**src/rtl/ped_xing_ctrl.sv**
```systemverilog
// ped_xing_ctrl: pedestrian-crossing controller with debounced request, clearance and night flash
module ped_xing_ctrl #(
   parameter int TICK_DIV        = 12000000,
   parameter int T_MIN_GREEN     = 4,
   parameter int T_YELLOW        = 3,
   parameter int T_CLEAR         = 1,
   parameter int T_WALK          = 6,
   parameter int T_BLINK         = 4,
   parameter int DEBOUNCE        = 120000,
   parameter int LAMP_ACTIVE_LOW = 1
) (
   input  logic       clk,
   input  logic       rst_n,
   input  logic       btn,
   input  logic       night,
   output logic [2:0] car_lamp,
   output logic [1:0] ped_lamp,
   output logic       req_pending,
   output logic [2:0] state
);
   typedef enum logic [2:0] {
      GREEN  = 3'd0,
      YELLOW = 3'd1,
      CLR1   = 3'd2,
      WALK   = 3'd3,
      BLINK  = 3'd4,
      CLR2   = 3'd5,
      FLASH  = 3'd6
   } state_t;
   localparam int TM1   = T_MIN_GREEN > T_YELLOW ? T_MIN_GREEN : T_YELLOW;
   localparam int TM2   = TM1 > T_CLEAR ? TM1 : T_CLEAR;
   localparam int TM3   = TM2 > T_WALK ? TM2 : T_WALK;
   localparam int T_MAX = TM3 > T_BLINK ? TM3 : T_BLINK;
   localparam int CW    = $clog2(T_MAX + 1);
   localparam int PW    = $clog2(TICK_DIV);
   localparam int DW    = $clog2(DEBOUNCE + 1);

   state_t        state_q, state_d;
   logic [CW-1:0] cnt_q, cnt_d;
   logic [PW-1:0] pre_q, pre_d;
   logic [DW-1:0] db_cnt_q, db_cnt_d;
   logic [1:0]    btn_s_q, btn_s_d, night_s_q, night_s_d;
   logic          acc_q, acc_d, acc_dly_q, acc_dly_d;
   logic          req_q, req_d, phase_q, phase_d;
   logic [2:0]    car_q, car_d;
   logic [1:0]    ped_q, ped_d;
   logic          tick, db_diff, db_accept, rise, entry;

   // next-state: prescaler, synchronisers, debouncer, request latch, FSM and lamp decode
   always_comb begin
      tick      = pre_q == PW'(TICK_DIV - 1);
      pre_d     = tick ? '0 : pre_q + 1'b1;
      btn_s_d   = {btn_s_q[0], btn};
      night_s_d = {night_s_q[0], night};
      db_diff   = btn_s_q[1] != acc_q;
      db_accept = db_diff && db_cnt_q == DW'(DEBOUNCE - 1);
      db_cnt_d  = (db_diff && !db_accept) ? db_cnt_q + 1'b1 : '0;
      acc_d     = db_accept ? btn_s_q[1] : acc_q;
      acc_dly_d = acc_q;
      rise      = acc_q & ~acc_dly_q;
      state_d   = state_q;
      case (state_q)
         GREEN:   if (tick && cnt_q >= CW'(T_MIN_GREEN - 1))
                     state_d = req_q ? YELLOW : night_s_q[1] ? FLASH : GREEN;
         YELLOW:  if (tick && cnt_q == CW'(T_YELLOW - 1)) state_d = CLR1;
         CLR1:    if (tick && cnt_q == CW'(T_CLEAR - 1)) state_d = WALK;
         WALK:    if (tick && cnt_q == CW'(T_WALK - 1)) state_d = BLINK;
         BLINK:   if (tick && cnt_q == CW'(T_BLINK - 1)) state_d = CLR2;
         CLR2:    if (tick && cnt_q == CW'(T_CLEAR - 1)) state_d = GREEN;
         FLASH:   if (tick && !night_s_q[1]) state_d = GREEN;
         default: state_d = GREEN;
      endcase
      entry   = state_d != state_q;
      cnt_d   = entry ? '0 : (tick && cnt_q != '1) ? cnt_q + 1'b1 : cnt_q;
      phase_d = entry ? 1'b1 : phase_q ^ tick;
      req_d   = (entry && state_d == WALK) ? 1'b0 : req_q | rise;
      car_d   = state_d == GREEN  ? 3'b001 :
                state_d == YELLOW ? 3'b010 :
                state_d == FLASH  ? {1'b0, phase_d, 1'b0} : 3'b100;
      ped_d   = state_d == WALK  ? 2'b01 :
                state_d == BLINK ? {1'b0, phase_d} :
                state_d == FLASH ? 2'b00 : 2'b10;
   end

   // all state registers, cleared asynchronously to the idle car-green state
   always_ff @(posedge clk or negedge rst_n) begin
      if (!rst_n) begin
         state_q   <= GREEN;
         cnt_q     <= '0;
         pre_q     <= '0;
         db_cnt_q  <= '0;
         btn_s_q   <= '0;
         night_s_q <= '0;
         acc_q     <= 1'b0;
         acc_dly_q <= 1'b0;
         req_q     <= 1'b0;
         phase_q   <= 1'b1;
         car_q     <= 3'b001;
         ped_q     <= 2'b10;
      end else begin
         state_q   <= state_d;
         cnt_q     <= cnt_d;
         pre_q     <= pre_d;
         db_cnt_q  <= db_cnt_d;
         btn_s_q   <= btn_s_d;
         night_s_q <= night_s_d;
         acc_q     <= acc_d;
         acc_dly_q <= acc_dly_d;
         req_q     <= req_d;
         phase_q   <= phase_d;
         car_q     <= car_d;
         ped_q     <= ped_d;
      end
   end

   assign car_lamp    = car_q ^ {3{LAMP_ACTIVE_LOW != 0}};
   assign ped_lamp    = ped_q ^ {2{LAMP_ACTIVE_LOW != 0}};
   assign req_pending = req_q;
   assign state       = state_q;
endmodule

```
**config.mk**
```make
export PLATFORM = sky130hd
export DESIGN_NAME = ped_xing_ctrl
export DESIGN_NICKNAME = d
export VERILOG_FILES = /design/src/rtl/ped_xing_ctrl.sv
export SDC_FILE = /design/constraint.sdc
export NUM_CORES = 1
export LEC_CHECK = 0
export ABC_AREA = 1
export CAP_MARGIN = 20
export CORE_AREA = 2 2 92 85
export DETAILED_ROUTE_END_ITERATION = 8
export DIE_AREA = 0 0 94 87
export HOLD_SLACK_MARGIN = 0.05
export SKIP_LAST_GASP = 1
export SYNTH_ARGS = -nofsm -noshare
export SYNTH_HDL_FRONTEND = slang
export SYNTH_SLANG_ARGS = --single-unit
```
**constraint.sdc**
```tcl
create_clock -name clk -period 5 [get_ports clk]
set_input_delay 1.5 -clock clk [delete_from_list [all_inputs] [get_ports clk]]
set_output_delay 1.5 -clock clk [all_outputs]
set_load 0.02 [all_outputs]
```
**Word level (Yosys, flattened, before mapping)**

Cells that the tools add are included.

- Output and inout port bits: 9
- Register bits: 60
- Input bits: 4

- Reduce and logical (&&, ||, !) cells: 16
- Order comparisons: 1
- Bitwise operators: 6
- Add/sub/neg operators: 3
- Eq/ne operators: 18
- Muxes and demuxes: 22

Operators with widths:

| kind | count |
|---|---|
| two-way mux 3 bit | 14 |
| adder 24 x 1 -> 24 bit, second input constant | 1 |
| == test 24 bit, second input constant | 1 |
| two-way mux 24 bit | 1 |
| case mux 3 bit (7 select lines) | 1 |
| == test 3 bit, second input constant | 6 |
| adder 17 x 1 -> 17 bit, second input constant | 1 |
| == test 17 bit, second input constant | 1 |
| two-way mux 17 bit | 1 |
| == test 3 x 2 -> 1 bit, second input constant | 5 |
| logical AND 1 bit | 10 |
| logical NOT 3 bit | 3 |
| == test 3 x 1 -> 1 bit, second input constant | 2 |
| two-way mux 2 bit | 3 |
| adder 3 x 1 -> 3 bit, second input constant | 1 |
| >= comparator 3 x 2 -> 1 bit, second input constant | 1 |
| != test 3 bit | 1 |
| != test 3 bit, second input constant | 1 |
| NOT 3 bit | 1 |
| logical NOT 1 bit | 2 |
| two-way mux 1 bit | 2 |
| NOT 2 bit | 1 |
| nonzero test 2 bit | 1 |
| AND 1 bit | 1 |
| other kinds (4) | 4 |

**Longest topological paths before layout**

Gate-level depths: netlist of run 1.

- Depth after elaboration: 9
- Mapped depth: 15

**Least setup slack after synthesis of run 1**

OpenSTA, ideal clock, no wires.

- Path kind: register -> output
- Start point: register car_q[0]
- End point: output port car_lamp[0]
- Path buffers: 0
- Arrival time: 0.578 ns
- Cell stages (with the launch flop): 2
- Required time: 3.500 ns
- Slack: 2.922 ns
- Path through: dfstp_2 -> inv_1

- Word-level cells in the longest chain between the ends: 1

RTL lines:

| what | line | RTL |
|---|---|---|
| start: declaration | 45 | `logic [2:0] car_q, car_d;` |
| start signal: assignment | 111 | `car_q <= car_d;` |
| NOT 3 bit (no source line) | n/a |  |
| end: declaration | 16 | `output logic [2:0] car_lamp,` |

No other way between the ends.

**Worst setup path in the final report of run 1**

- Start point: register state_q[0] (netlist: state[0])
- End point: output port state[0]

RTL lines:

| what | line | RTL |
|---|---|---|
| start: declaration | 38 | `state_t state_q, state_d;` |
| start signal: assignment | 101 | `state_q <= state_d;` |
| end: declaration | 19 | `output logic [2:0] state` |

No word-level cell between the ends.

==> metrics, run 1 <==
status complete, no violations; EDFF count, synth 0; Post-Syn Nets 433; Final Hold Viols 0; Leak 1.87 nW; cts repair resizes 0; RSZ-0062 raised after global routing false; DP HPWL 4700 um; Power Density 245 mW/mm^2; Net count, final 455; routability cong. 0.863; flops & latches, synth 60; Fill cells 677; antenna violations before repair 0; Multi-input gate area 0.00154 sq mm; via count roughly 2600; Post-CTS Setup Repair Bufs 0; Die Y 87 um; Final Max Slew Viols 0; synth unique cells 37; Final Util 51.7%; Inserted Clock Buffers 9; Tcrit/Tclk final roughly three fifths; clock sink count 60; post-route non-filler standard cell count around 540; Setup Viol. Count Final 0; Arrival @ worst endpoint 1.45 ns; CP max stage cell clkdlybuf4s50_1; CP required 3.50 ns; Sequential Area around 0.0015 sq mm; Max Buffers Root-to-Sink 2; clock skew between 0.009 and 0.01 ns; Via density around 4.8; clk slew on worst S/H paths 0.07 ns; Critical Path, Cell by Cell clkdlybuf4s50_1; row count 30; GRT overflow 0; CTS Root Cell clkbuf_8; Critical R2R Launch pre_q[0]; most numerous cell in the Yosys netlist nand2_1; Max Clk Rate 339 MHz; Hold WC Path Type reg2reg; FFs w/ async S/R, synth 100%; yosys warns 0; post-layout minimum cycle time 2.95 ns; Reg2Reg Setup Slack approximately 2.5 ns; register area share after synthesis 44.6%; dominant synthesized flop cell dfrtp_1; Clock Power Share approximately 45%; Peak supply drop 0.112 mV; ANT cells 0; Max-Slew Margin vs Limit a little under three fifths; max-cap violation count 0; detailed-route DRC error count 0; remaining antenna violation count after routing 0; Die Area 0.00818 sq mm; placed insts around 530; R2R depth 12; setup total negative slack 0 ns; CP Capture Point state[0]; io pins 13; Worst Setup SP state[0]; delay-heaviest family, CP buffers and inverters; layout cells sized above 1 15.2%; CP max stage delay 0.65 ns; crit start category register; Crit path depth 1; Synth area leader dfrtp_1; buffers plus inverters on the worst setup path 1; TritonCTS clock tree yes; drt initial violations 165; Wirelength per Cell 11.5 um; Post-Route WL between 6000 and 7000 um; kind of critical path reg2out; Mapped Cells between 400 and 500; synth cell count leaders 81 x nand2_1, 78 x inv_1, 57 x dfrtp_1, 46 x nor2_1, 19 x nor3_1; Comb power frac ~2.0%; Initial Util between 40% and 50%; CP Capture Type primary output; top cell type's share of synthesized area between 40 and 50%; reg2reg end car_q[1]; Post-Synthesis Cell Area ~0.0034 sq mm; switching share of total power between 20% and 30%; sw power 0.206 mW; detailed-router iteration count before antenna repair 4; vias in the first global route around 2500; CP Max Fanout 7; port bufs 12; Mapped Avg Cell Area 8.01 sq um; cell internal pwr 0.721 mW; first-pass GRT wire length 11100 um; Post-CTS Hold Buffers 0; Total GRT Usage 17.4%; sequential power share between 50% and 60%; ranking of synthesized cells by area dfrtp_1 42%, nand2_1 9.0%, inv_1 8.7%, nor2_1 5.1%, ha_1 3.0%; core region area 0.00732 sq mm; area delta synth->final 12.2%; Die X 94 um; largest net degree at the start of global routing 40; H-tree depth reported by CTS 3; Worst Max-Slew Pin Slew 0.658 ns; Clock Latency Late Sink 0.34 ns
power by group through the flow:
stage                     Combinational [mW]  Clock (mW)  Sequential [mW]
after floorplan                      0.00579           0            0.500
after global placement                0.0194           0            0.500
after detailed placement              0.0197           0            0.500
after CTS                             0.0198       0.429            0.491
after global routing                  0.0228       0.452            0.491
final                                 0.0189       0.417            0.491
placed cells by master (no fill, tap or decap), types with 3 or more instances in the layout:
master and n:
nand2_1 81, inv_1 78, dfrtp_1 57, nor2_1 46, nor3_1 19, nand3_1 18
a21oi_1 15, o21ai_0 14, nand2_2 13, nor2_2 11, clkdlybuf4s50_1 11, xor2_1 10
nand4_1 9, clkbuf_8 9, ha_1 8, nand3_2 5, inv_2 4, nor2_4 4
nand3_4 3, a21oi_2 3, dfstp_2 3, clkinv_2 3
cell type report:
type	count	share of cell area (%)
Clock inverter	5	1.39
Inverter	82	8.13
Sequential cell	60	39.8
Tap cell	96	3.17
Timing Repair Buffer	13	3.24
Clock buffer	11	3.47
Multi-Input combinational cell	277	40.8
layer usage:
layer	part of all wire (%)	routed length (um)	track usage (%)
met5	0	0	0
met4	1.9	121	5.93
met3	3.5	218	5.97
met2	46	2890	28.2
met1	48	3030	21.9
kinds of logic (layout without fill, tap and decap cells):
| group | count (synthesis) | in the layout | synth area share (%) |
|---|---|---|---|
| adder cells (fa/ha/maj) | 8 | 8 | 2.97 |
| AO/OA/AOI/OAI | 38 | 38 | 6.42 |
| flip-flops | 60 | 60 | 44.6 |
| buffers and inverters | 84 | 111 | 9.57 |
| AND/OR/NAND/NOR | 219 | 219 | 33.2 |
| XOR/XNOR | 11 | 11 | 2.86 |
| multiplexers | 1 | 1 | 0.334 |
through the flow:
step | setup slack (ns) | cell area [sq um] | hold slack, ns | total power [mW]
2_1_floorplan | 2.92 | 3370 | 0.331 | 0.505
3_3_place_gp | 2.41 | 3600 | 0.335 | 0.520
3_5_place_dp | 2.40 | 3600 | 0.338 | 0.520
4_1_cts | 2.03 | 3780 | 0.348 | 0.940
5_1_grt | 1.95 | 3780 | 0.359 | 0.966
6_report | 2.05 | 3780 | 0.346 | 0.927
sequential cells by signal, indices dropped and copies added, names as in the netlist:
name	flops
car_q	3
state	3
acc_dly_q	1
night_s_q	2
btn_s_q	2
req_pending	1
db_cnt_q	17
acc_dly_d	1
phase_q	1
ped_q	2
pre_q	24
cnt_q	3
worst min path at each step:
stage              endpoint  depth (start not counted)          from
2_1_floorplan    btn_s_q[1]                          0    btn_s_q[0]
3_3_place_gp     btn_s_q[1]                          0    btn_s_q[0]
3_5_place_dp     btn_s_q[1]                          0    btn_s_q[0]
4_1_cts        night_s_q[1]                          0  night_s_q[0]
5_1_grt        night_s_q[1]                          0  night_s_q[0]
6_report       night_s_q[1]                          0  night_s_q[0]
(Power assumes the default switching activity.)
==> inputs of run 2 (changes only) <==
--- a/config.mk
+++ b/config.mk
@@ -11,6 +11,7 @@
 export DETAILED_ROUTE_END_ITERATION = 8
 export DIE_AREA = 0 0 94 87
 export HOLD_SLACK_MARGIN = 0.05
+export PLACE_DENSITY = 0.66
 export SKIP_LAST_GASP = 1
 export SYNTH_ARGS = -nofsm -noshare
 export SYNTH_HDL_FRONTEND = slang
==> constraint.sdc (replaced) <==
create_clock -name clk -period 2.6 [get_ports clk]
set_input_delay 0.78 -clock clk [delete_from_list [all_inputs] [get_ports clk]]
set_output_delay 0.78 -clock clk [all_outputs]
set_load 0.02 [all_outputs]
==> run 2 against run 1 <==
  * Final area is 0.99% higher
  * Die area stayed put
  * Sequential share of layout area is 0.39 points lower
  * Sequential power is 92% higher
  * Power is 96% higher
  * Non-clock buffer count is 1 higher
  * Core utilization is 0.51 points higher
  * Cell count is 0.18% higher
  * Critical path depth stayed put
==> metrics, run 2 (synthesis gave the netlist of run 1 again) <==
Die Area 0.00818 sq mm; detailed-route DRC error count 0; Total GRT Usage 17.5%; vias in the first global route 2523; Peak supply drop 0.287 mV; Max Buffers Root-to-Sink 2; CP required 1.82 ns; total power 1.82 mW; post-route non-filler standard cell count 545; layout cells sized above 1 between 10% and 20%; H-tree depth reported by CTS 3; Worst Max-Slew Pin Slew 0.534 ns; row count 30; Clock Latency Late Sink 0.35 ns; Reg2Reg Setup Slack 0.48 ns; RSZ-0062 raised after global routing false; Critical Path, Cell by Cell clkdlybuf4s50_1; placed insts 529; Die Y 87 um; CP max stage cell clkdlybuf4s50_1; remaining antenna violation count after routing 0; first-pass GRT wire length 11100 um; Worst Setup SP state[0]; ANT cells 0; routability cong. 0.842; Max-Slew Margin vs Limit ~64%; Biggest register pre_q; Critical R2R Launch pre_q[0]; largest net degree at the start of global routing 61; number of flip-flops under the largest register name 24; Final Hold Viols 0; buffers plus inverters on the worst setup path 1; cts repair resizes 0; clock sink count 60; TritonCTS clock tree yes; Final Max Slew Viols 0; via count about 2600; crit start category register; status complete, no violations; DP HPWL 4740 um; GRT overflow 0; Fill cells ~700; CP Capture Point state[0]; Post-CTS Setup Repair Bufs 0; Post-Route WL 6350 um; Inserted Clock Buffers 9; setup total negative slack 0 ns; Hold WC Path Type reg2reg; core region area approximately 0.0073 sq mm; clk slew on worst S/H paths 0.06 ns; Net count, final between 400 and 500; area delta synth->final 13.3%; antenna violations before repair 0; Wirelength per Cell 11.7 um; clock skew 0.00858 ns; Initial Util a little under half; commonest non-fill, non-tap cell in the layout nand2_1; Multi-input gate area 0.00154 sq mm; kind of critical path reg2out; CP Capture Type primary output; port bufs 12; Power Density 476 mW/mm^2; Max Clk Rate 445 MHz; CP max stage delay 0.65 ns; Sequential Area 0.00151 sq mm; Arrival @ worst endpoint 1.47 ns; Leak around 1.9 nW; Tcrit/Tclk final a little under nine tenths; Post-CTS Hold Buffers 0; R2R depth 12; Die X between 90 and 100 um; delay-heaviest family, CP buffers and inverters; max-cap violation count 0; largest registers pre_q (24), db_cnt_q (17); reg2reg end car_q[1]; drt initial violations approximately 110; most frequent cells in the layout 81 x nand2_1, 78 x inv_1, 57 x dfrtp_1, 46 x nor2_1, 19 x nor3_1; CTS Root Cell clkbuf_8; detailed-router iteration count before antenna repair 4; post-layout minimum cycle time 2.25 ns; Crit path depth 1; io pins 13; CP Max Fanout 7; Via density 4.82; Setup Viol. Count Final 0
run 2: changes by cell type in the layout (fill, tap and decap cells not counted), sizes merged:
cell / before / now
buf: 2 / 3
clkbuf: 11 / 10
clkinvlp: 1 / 2
run 2: where the power goes:
group	internal (mW)	switching [mW]	total [mW]
logic	0.0109	0.0272	0.0381
registers	0.940	0.00411	0.945
clock network	0.466	0.371	0.836
total	1.42	0.402	1.82
run 2: worst min path at each step:
| stage | from | endpoint | slack [ns] | cells past startpoint |
|---|---|---|---|---|
| finish | night_s_q[0] | night_s_q[1] | 0.35 | 0 |
| global placement | night_s_q[0] | night_s_q[1] | 0.33 | 0 |
| detailed placement | btn_s_q[0] | btn_s_q[1] | 0.34 | 0 |
| CTS | night_s_q[0] | night_s_q[1] | 0.35 | 0 |
| floorplan | btn_s_q[0] | btn_s_q[1] | 0.33 | 0 |
| global route | night_s_q[0] | night_s_q[1] | 0.36 | 0 |
run 2: metrics by stage:
stage / setup WS [ns] / cell area [sq um] / utilization (%) / hold WS, ns
after floorplan: 0.747 / 3370 / - / 0.331
after global placement: 0.555 / 3620 / 49.5 / 0.335
after detailed placement: 0.482 / 3620 / 49.5 / 0.336
after CTS: 0.333 / 3820 / 52.2 / 0.351
after global routing: 0.185 / 3820 / 52.2 / 0.358
final: 0.355 / 3820 / 52.2 / 0.349
run 2: area by class of cell:
cell class	count	share of cell area, %
Tap cell	96	3.14
Multi-Input combinational cell	277	40.4
Clock inverter	6	1.67
Timing Repair Buffer	14	3.73
Clock buffer	10	3.60
Sequential cell	60	39.4
Inverter	82	8.06
run 2: per-layer routing:
metal | global-route usage [%] | wire, um | up-vias | share of wire (%)
met3 | 5.89 | 308 | 20 | 4.8
met2 | 27.4 | 2940 | 46 | 46
met5 | 0 | 0 | - | 0
met4 | 6.72 | 138 | 0 | 2.2
met1 | 22.6 | 2970 | 1195 | 47
li1 | - | - | 1366 | -
==> inputs of run 3 (changes only) <==
==> constraint.sdc (replaced) <==
create_clock -name clk -period 2.6 [get_ports clk]
set_input_delay 0.52 -clock clk [delete_from_list [all_inputs] [get_ports clk]]
set_output_delay 0.52 -clock clk [all_outputs]
set_load 0.02 [all_outputs]
==> run 3 against run 2 <==
  * Power decreased by 1.1%
  * First-iteration DRC count fell by 33%
  * Critical endpoint is now ped_q[0]
  * Highest routed layer unchanged
  * Largest cell class unchanged
  * Clock skew decreased by 0.00091 ns
  * Clock-buffer cell count down 1
  * Worst setup slack better by 0.12 ns
  * Final area decreased by 0.20%
  * Die area did not move
  * Combinational power up 1%
  * Global-route usage about the same
  * Hold slack lost 0.23 ns
==> metrics, run 3 (synthesis gave the netlist of run 1 again) <==
core region area 0.00732 sq mm; CP Max Fanout 16; layout cells sized above 1 16.2%; Leak 1.88 nW; DP HPWL roughly 4800 um; Total GRT Usage ~18%; cts repair resizes 0; GRT overflow 0; pre-CTS setup slack 0.462 ns; H-tree depth reported by CTS 3; CTS Root Cell clkbuf_8; CP Capture Type register; Die Area 0.00818 sq mm; Die X 94 um; Power Density 472 mW/mm^2; via count approximately 2600; Max-Slew Margin vs Limit between 60% and 70%; Clock Latency Late Sink 0.34 ns; area delta synth->final 13.1%; setup total negative slack 0 ns; first-pass GRT wire length about 11000 um; Final Util 52.1%; routability cong. between 0.8 and 0.9; Wirelength per Cell 11.5 um; commonest non-fill, non-tap cell in the layout nand2_1; RSZ-0062 raised after global routing false; delay-heaviest family, CP simple AND/OR/NAND/NOR gates; sequential power share a little over half; clock sink count 60; Hold WC Path Type in2async; Multi-input gate area 0.00154 sq mm; detailed-route DRC error count 0; largest net degree at the start of global routing 24; cell internal pwr 1.39 mW; Peak supply drop 0.236 mV; Via density ~4.8; Post-CTS Setup Repair Bufs 0; Post-Route WL 6290 um; io pins 13; drt initial violations 76; reg2reg end ped_q[0]; clock skew 0.00767 ns; number of flip-flops under the largest register name 24; CP required 2.88 ns; Comb power frac 2.1%; Worst Max-Slew Pin Slew ~0.46 ns; Final Hold Viols 0; Max Buffers Root-to-Sink 2; Tcrit/Tclk final 81.9%; largest registers pre_q (24), db_cnt_q (17); Critical Path, Cell by Cell ha_1, nand2_2, nor3_4, nand3_4, nor2_1, nor2_1, nor2_4, nand3_4, nor3_1, nand2_1, nand2_1; TritonCTS clock tree yes; antenna violations before repair 0; Arrival @ worst endpoint 2.41 ns; Net count, final 458; Initial Util 46.1%; Placed Area between 0.003 and 0.004 sq mm; clk slew on worst S/H paths approximately 0.070 ns; final worst slack 0.472 ns; max-cap violation count 0; switching share of total power 22.9%; detailed-router iteration count before antenna repair 5; Critical R2R Launch pre_q[1]; Max Clk Rate 470 MHz; R2R depth 11; Clock Power Share 45.3%; remaining antenna violation count after routing 0; vias in the first global route 2496; Fill cells slightly above 700; status complete, no violations; ANT cells 0; Sequential Area roughly 0.0015 sq mm; most frequent cells in the layout 81 x nand2_1, 78 x inv_1, 57 x dfrtp_1, 46 x nor2_1, 19 x nor3_1; buffers plus inverters on the worst setup path 0; CP max stage cell dfrtp_1; Reg2Reg Setup Slack 0.47 ns; Biggest register pre_q; kind of critical path reg2reg; port bufs 12; row count 30; sw power 0.411 mW; Final Max Slew Viols 0; post-layout minimum cycle time between 2 and 2.5 ns; Inserted Clock Buffers 9; fin area 0.00381 sq mm; crit start category register; Setup Viol. Count Final 0; Die Y between 80 and 90 um; CP max stage delay 0.36 ns; total power 1.80 mW; Post-CTS Hold Buffers 0
## run 3: metrics by stage
stage | cells | hold slack, ns
6_report | 547 | 0.116
5_1_grt | 547 | 0.135
4_1_cts | 547 | 0.129
3_5_place_dp | 531 | 0.336
3_3_place_gp | 531 | 0.331
2_1_floorplan | 421 | 0.224
## run 3: cell type report
type,instances,share of cell area (%)
tap,96,3.15
clock buffer,9,3.25
timing repair buffer,16,3.81
multi-input combinational,277,40.5
inverter,82,8.07
sequential,60,39.5
clock inverter,7,1.77
## run 3: how the worst max path moves through the flow
stage             start  endpoint  slack, ns  depth (start not counted)
6_report       pre_q[1]  ped_q[0]       0.47                         11
5_1_grt        pre_q[1]  ped_q[0]       0.19                         11
3_5_place_dp   pre_q[1]  ped_q[0]       0.46                         12
3_3_place_gp   pre_q[0]  car_q[1]       0.55                         12
4_1_cts        pre_q[1]  cnt_q[0]       0.45                         12
2_1_floorplan  pre_q[0]  car_q[1]       0.75                         13
## run 3: power groups by stage
stage,clock [mW],combinational (mW),sequential [mW]
after CTS,0.848,0.0407,0.944
after detailed placement,0,0.0407,0.962
after floorplan,0,0.0111,0.961
final,0.816,0.0385,0.944
after global placement,0,0.0398,0.962
after global routing,0.903,0.0458,0.944
## run 3: routing by layer
metal	up-vias	global-route usage (%)	part of all wire, %
met1	1202	22.5	48
li1	1370	-	-
met3	10	6.06	3.6
met4	0	5.14	1.3
met2	34	28.2	47
met5	-	0	0
